[src/rtl/mem_responder.sv]
// mem_responder
//   Memory-side responder for the CPU hello/ack bus. Each request is latched
//   on the IDLE edge where hello_i is seen. The block then waits WAIT_CYCLES
//   wait states and spends one ACCESS cycle on the on-chip RAM. It completes
//   with a four-phase ack: ack_o stays high until hello_i drops.
//
// Ports
//   clk      in   1       system clock, rising edge
//   rst_n    in   1       asynchronous active-low reset
//   hello_i  in   1       request valid, held until ack seen
//   we_i     in   1       1 = write, 0 = read (sampled with hello_i)
//   addr_i   in   ADDR_W  word address (sampled with hello_i)
//   data_i   in   DATA_W  write data (sampled with hello_i)
//   data_o   out  DATA_W  read data, held until the next read completes
//   ack_o    out  1       transaction complete, high until hello_i drops
//   busy_o   out  1       high in any state other than IDLE
//   led_o    out  16      memory-mapped LED register
//
// Build option
//   MEM_RESP_LED_EN : maps address all-ones to a 16-bit LED register.
//                     When it is undefined, led_o is tied to 0 and all-ones
//                     is an ordinary (or out-of-range) RAM address.
//
// State table
//   state    | meaning
//   S_IDLE   | waiting for hello_i; latches request on it
//   S_WAIT   | counting wait states; hello_i low aborts
//   S_ACCESS | single RAM / LED access cycle
//   S_ACK    | ack_o high until hello_i drops

module mem_responder #(
  parameter int DATA_W      = 8,
  parameter int ADDR_W      = 8,
  parameter int DEPTH       = 256,
  parameter int WAIT_CYCLES = 2
) (
  input  logic              clk,
  input  logic              rst_n,
  input  logic              hello_i,
  input  logic              we_i,
  input  logic [ADDR_W-1:0] addr_i,
  input  logic [DATA_W-1:0] data_i,
  output logic [DATA_W-1:0] data_o,
  output logic              ack_o,
  output logic              busy_o,
  output logic [15:0]       led_o
);

  localparam int IDX_W = (DEPTH > 1) ? $clog2(DEPTH) : 1;

  typedef enum logic [1:0] {
    S_IDLE   = 2'd0,
    S_WAIT   = 2'd1,
    S_ACCESS = 2'd2,
    S_ACK    = 2'd3
  } state_t;

  state_t state_q, state_d;
  logic [3:0] cnt_q, cnt_d;

  logic              we_q;
  logic [ADDR_W-1:0] addr_q;
  logic [DATA_W-1:0] data_q;

  logic ack_d, busy_d;

  logic [DATA_W-1:0] mem [DEPTH];
  logic              in_range;
  logic              led_hit;
  logic [DATA_W-1:0] rd_data;
  logic [IDX_W-1:0]  idx;

  // State register
  always_ff @(posedge clk or negedge rst_n) begin
    if (!rst_n) begin
      state_q <= S_IDLE;
      cnt_q   <= 4'd0;
    end else begin
      state_q <= state_d;
      cnt_q   <= cnt_d;
    end
  end

  // Next-state logic. The wait counter is a down-counter. WAIT is left on
  // the edge where the counter reads 1, so WAIT lasts exactly WAIT_CYCLES
  // cycles.
  always_comb begin
    state_d = state_q;
    cnt_d   = cnt_q;
    case (state_q)
      S_IDLE: begin
        if (hello_i) begin
          cnt_d   = 4'(WAIT_CYCLES);
          state_d = (WAIT_CYCLES == 0) ? S_ACCESS : S_WAIT;
        end
      end
      S_WAIT: begin
        if (!hello_i) begin
          cnt_d   = 4'd0;
          state_d = S_IDLE;
        end else begin
          cnt_d = cnt_q - 4'd1;
          if (cnt_q == 4'd1) state_d = S_ACCESS;
        end
      end
      S_ACCESS: state_d = S_ACK;
      S_ACK: begin
        if (!hello_i) state_d = S_IDLE;
      end
      default: state_d = S_IDLE;
    endcase
  end

  // Output decode. It is taken from the next state so that the registered
  // flags line up with the state they describe.
  always_comb begin
    ack_d  = (state_d == S_ACK);
    busy_d = (state_d != S_IDLE);
  end

  always_ff @(posedge clk or negedge rst_n) begin
    if (!rst_n) begin
      ack_o  <= 1'b0;
      busy_o <= 1'b0;
    end else begin
      ack_o  <= ack_d;
      busy_o <= busy_d;
    end
  end

  // Request latch: later changes on we_i/addr_i/data_i are ignored.
  always_ff @(posedge clk or negedge rst_n) begin
    if (!rst_n) begin
      we_q   <= 1'b0;
      addr_q <= '0;
      data_q <= '0;
    end else if (state_q == S_IDLE && hello_i) begin
      we_q   <= we_i;
      addr_q <= addr_i;
      data_q <= data_i;
    end
  end

  assign in_range = (32'(addr_q) < 32'(DEPTH));
  assign idx      = addr_q[IDX_W-1:0];

`ifdef MEM_RESP_LED_EN
  logic [15:0] led_q;

  assign led_hit = (addr_q == {ADDR_W{1'b1}});

  always_ff @(posedge clk or negedge rst_n) begin
    if (!rst_n) begin
      led_q <= 16'd0;
    end else if (state_q == S_ACCESS && we_q && led_hit) begin
      led_q <= 16'(data_q);
    end
  end

  assign led_o = led_q;

  always_comb begin
    rd_data = '0;
    if (led_hit)       rd_data = DATA_W'(led_q);
    else if (in_range) rd_data = mem[idx];
  end
`else
  assign led_hit = 1'b0;
  assign led_o   = 16'd0;

  always_comb begin
    rd_data = '0;
    if (in_range) rd_data = mem[idx];
  end
`endif

  // RAM is not reset. Out-of-range writes are simply dropped.
  always_ff @(posedge clk) begin
    if (state_q == S_ACCESS && we_q && in_range && !led_hit) begin
      mem[idx] <= data_q;
    end
  end

  // Read data only changes when a read completes its ACCESS cycle.
  always_ff @(posedge clk or negedge rst_n) begin
    if (!rst_n) begin
      data_o <= '0;
    end else if (state_q == S_ACCESS && !we_q) begin
      data_o <= rd_data;
    end
  end

endmodule

[config.mk]
export PLATFORM = sky130hd
export DESIGN_NAME = mem_responder
export DESIGN_NICKNAME = d
export VERILOG_FILES = /design/src/rtl/mem_responder.sv
export SDC_FILE = /design/constraint.sdc
export NUM_CORES = 2
export LEC_CHECK = 0
export CORE_MARGIN = 5
export CORE_UTILIZATION = 30
export DETAILED_ROUTE_END_ITERATION = 10
export PLACE_DENSITY_LB_ADDON = 0.25
export SETUP_SLACK_MARGIN = 0.15
export SYNTH_ARGS = -nofsm -noshare
export SYNTH_HDL_FRONTEND = slang
export SYNTH_SLANG_ARGS = --single-unit
[constraint.sdc]
create_clock -name clk -period 12.7 [get_ports clk]
set_clock_uncertainty 0.15 [all_clocks]
set_input_delay 3.175 -clock clk [delete_from_list [all_inputs] [get_ports clk]]
set_output_delay 3.175 -clock clk [all_outputs]
set_load 0.05 [all_outputs]
==> flow_metrics.tcl <==
set metrics [dict create \
    status "complete, no violations" \
    p_sw_mw 7.03 \
    drtAntennaViolNets 0 \
    path_class "register to output pin" \
    layout-drive-gt1-share_pct 24.7 \
    slew-limit-headroom_pct 15.3 \
    cp_data_required_time_ps 9380 \
    swShare_pct 32.9 \
    syn2layout_area_growth_pct 13.9 \
    grt_busiest_layer "met2" \
    gr-usage-met1_pct 21.8 \
    grt_overflow 0 \
    grtUsageMet2_pct 24.5 \
    finalPower_mw 21.4 \
    drt_drc_violations_left 0 \
    synth_edf_count 2048 \
    cts.hold.buffers_added 0 \
    power_frac_seq_pct 42.6 \
    tns_ps 0 \
    core_area_um2 268000 \
    vias_per_cell 5.06 \
    die_area_um2 280000 \
    via_count 38100 \
    cp-end-kind "output pin" \
    period_needed_ps 5690 \
    p_clk_share_pct 28.2 \
    dieHeight_um 529 \
    ys_ff_latch 2081 \
    p_leak_nw 27.8 \
    cp_cell_sequence "clkdlybuf4s50_1" \
    routedWlPerCell_um 28.7 \
    hold_ws_ps 377 \
    slew_viol_final 0 \
    crit_path_max_fanout 3 \
    seq_area_frac_synth_pct 77.1 \
    slowest_stage "clkdlybuf4s50_1" \
    top_level_ports 46 \
    cts_setup_buffers 0 \
    htreeDepth 4 \
    drt_iter0_drc 3940 \
    fmax_mhz 176 \
    finalCritPeriodShare_pct 44.8 \
    timing.max_cap.violations 0 \
    place_congestion 0.768 \
    final_cell_mix "2048 x edfxtp_1, 538 x mux4_2, 271 x nor2_1" \
    ys.flop_type "edfxtp_1" \
    max_stage_delay_ps 900 \
    final_cells 7531 \
    worstMarginPinSlew_ps 1270 \
    yosys-top-cells-area "edfxtp_1 76%, mux4_2 15%, mux2i_1 1.8%, nor2_1 1.3%, dfrtp_1 1.0%" \
    clkLatencyLatePin_ps 860 \
    power_density_nw_per_um2 232 \
    cp_num_buf_inv 1 \
    hold_path_class "register to register" \
    synth_cell_types 55 \
    cts_buffers 215 \
    synth_top_area_share_pct 76.0 \
    wl_mm 216 \
    syn_inst 3689 \
    cts_tree "yes" \
    postSynthAreaPerCell_um2 21.9 \
    grtUsageTotal_pct 15.2 \
    ir_drop_uv 231 \
    start_kind "register" \
    use_met3_pct 2.17 \
    rows 190 \
    post_cts_resized 0 \
    syn-cell-area_um2 80900 \
    rsz0062_at_grt "false" \
    initial_core_util_pct 30.2 \
    grt_max_degree 181 \
    drt_pre_antenna_iters 7 \
    clkSinkCount 2081 \
    arrival_ps 2360 \
    ys_warn_count 0 \
    synth_top_cell_by_area "edfxtp_1" \
    antenna_found_initial 6 \
    dp_hpwl_mm 129 \
    cts_root_buffer "clkbuf_16" \
    cp_top_family "buffers and inverters" \
    mostFrequentLayoutCell "edfxtp_1" \
    dieWidth_um 529 \
    port_buffers 29 \
    placed_cells 7141 \
    p_int_mw 14.4 \
    path_clk_slew_ps 60 \
    comb_power_share_pct 29.3 \
    setup_viol 0 \
    cts_buffer_depth 3 \
    finalHoldViolCount 0 \
    grt_pass1_vias 39000 \
    grt_first_pass_wirelength_mm 307 \
    layout.nets 3828 \
    synthArstFlopShare_pct 1.59 \
]
[layout make-up]
class                      count  area [um2]
antenna                        3        7.51
clock buffer                 282        5720
clock inverter               105         942
fill                       25000      176000
inverter                      13        48.8
multi-input combinational   1371       17500
sequential                  2081       62400
tap                         3552        4440
timing repair buffer         124        1090
[synthesized netlist by cell type (all sizes together) (6+ instances only)]
| library cell | n |
|---|---|
| o22a | 13 |
| nor2 | 272 |
| a21oi | 16 |
| mux2 | 30 |
| and2 | 6 |
| dfrtp | 33 |
| edfxtp | 2048 |
| mux2i | 148 |
| clkbuf | 92 |
| nand2b | 6 |
| a22oi | 51 |
| o2111ai | 14 |
| buf | 147 |
| inv | 13 |
| o221ai | 9 |
| nand3 | 38 |
| o21ai | 25 |
| nand2 | 41 |
| nor2b | 15 |
| o2111a | 6 |
| nand4 | 11 |
| nor3 | 30 |
| a2111oi | 7 |
| o22ai | 36 |
| mux4 | 543 |
[logic make-up after synthesis]
| logic type | after synthesis | synth area share, % |
|---|---|---|
| other | 1 | 0.00464 |
| flip-flops | 2081 | 77.1 |
| AND/OR/NAND/NOR | 435 | 2.31 |
| buffers and inverters | 252 | 1.43 |
| adder cells (fa/ha/maj) | 2 | 0.0309 |
| multiplexers | 721 | 17.4 |
| AO/OA/AOI/OAI | 197 | 1.77 |
[power groups by stage]
stage	Sequential, mW	Clock, mW	Combinational [mW]
5_1_grt	9.15	6.45	6.61
3_5_place_dp	9.27	0	6.38
6_report	9.11	6.03	6.26
3_3_place_gp	9.26	0	6.36
2_1_floorplan	9.57	0	3.60
4_1_cts	9.13	6.17	6.40
[final timing paths]
path,from,end,slack (ps),cells past startpoint
max,data_o[2],data_o[2],7010,1
min,cnt_q[1],cnt_q[1],380,1
max reg2reg,addr_q[0],data_o[0],7090,9
min reg2reg,cnt_q[1],cnt_q[1],380,1
max in group asynchronous,rst_n,addr_q[2],9150,1
min in group asynchronous,rst_n,cnt_q[3],2410,1
[per-stage QoR]
stage / area (um2) / utilization (%) / worst slack [ps]
floorplan: 80900 / - / 7700
global placement: 85500 / 31.9 / 6910
detailed placement: 85500 / 31.9 / 6900
CTS: 92100 / 34.4 / 6850
global route: 92100 / 34.4 / 6790
finish: 92200 / 34.4 / 7010
[state kept, by name, indices dropped and copies added, names as in the netlist]
name,count
addr_q,8
data_o,8
ack_o,1
we_q,1
mem,2048
busy_o,1
state_q,2
cnt_q,4
data_q,8
[layer usage]
metal,vias up,routed length (um)
li1,15700,-
met1,21000,96300
met2,1144,103000
met3,270,10800
met4,0,5270
met5,-,0
Note: power is estimated with default switching activity, not from simulation.
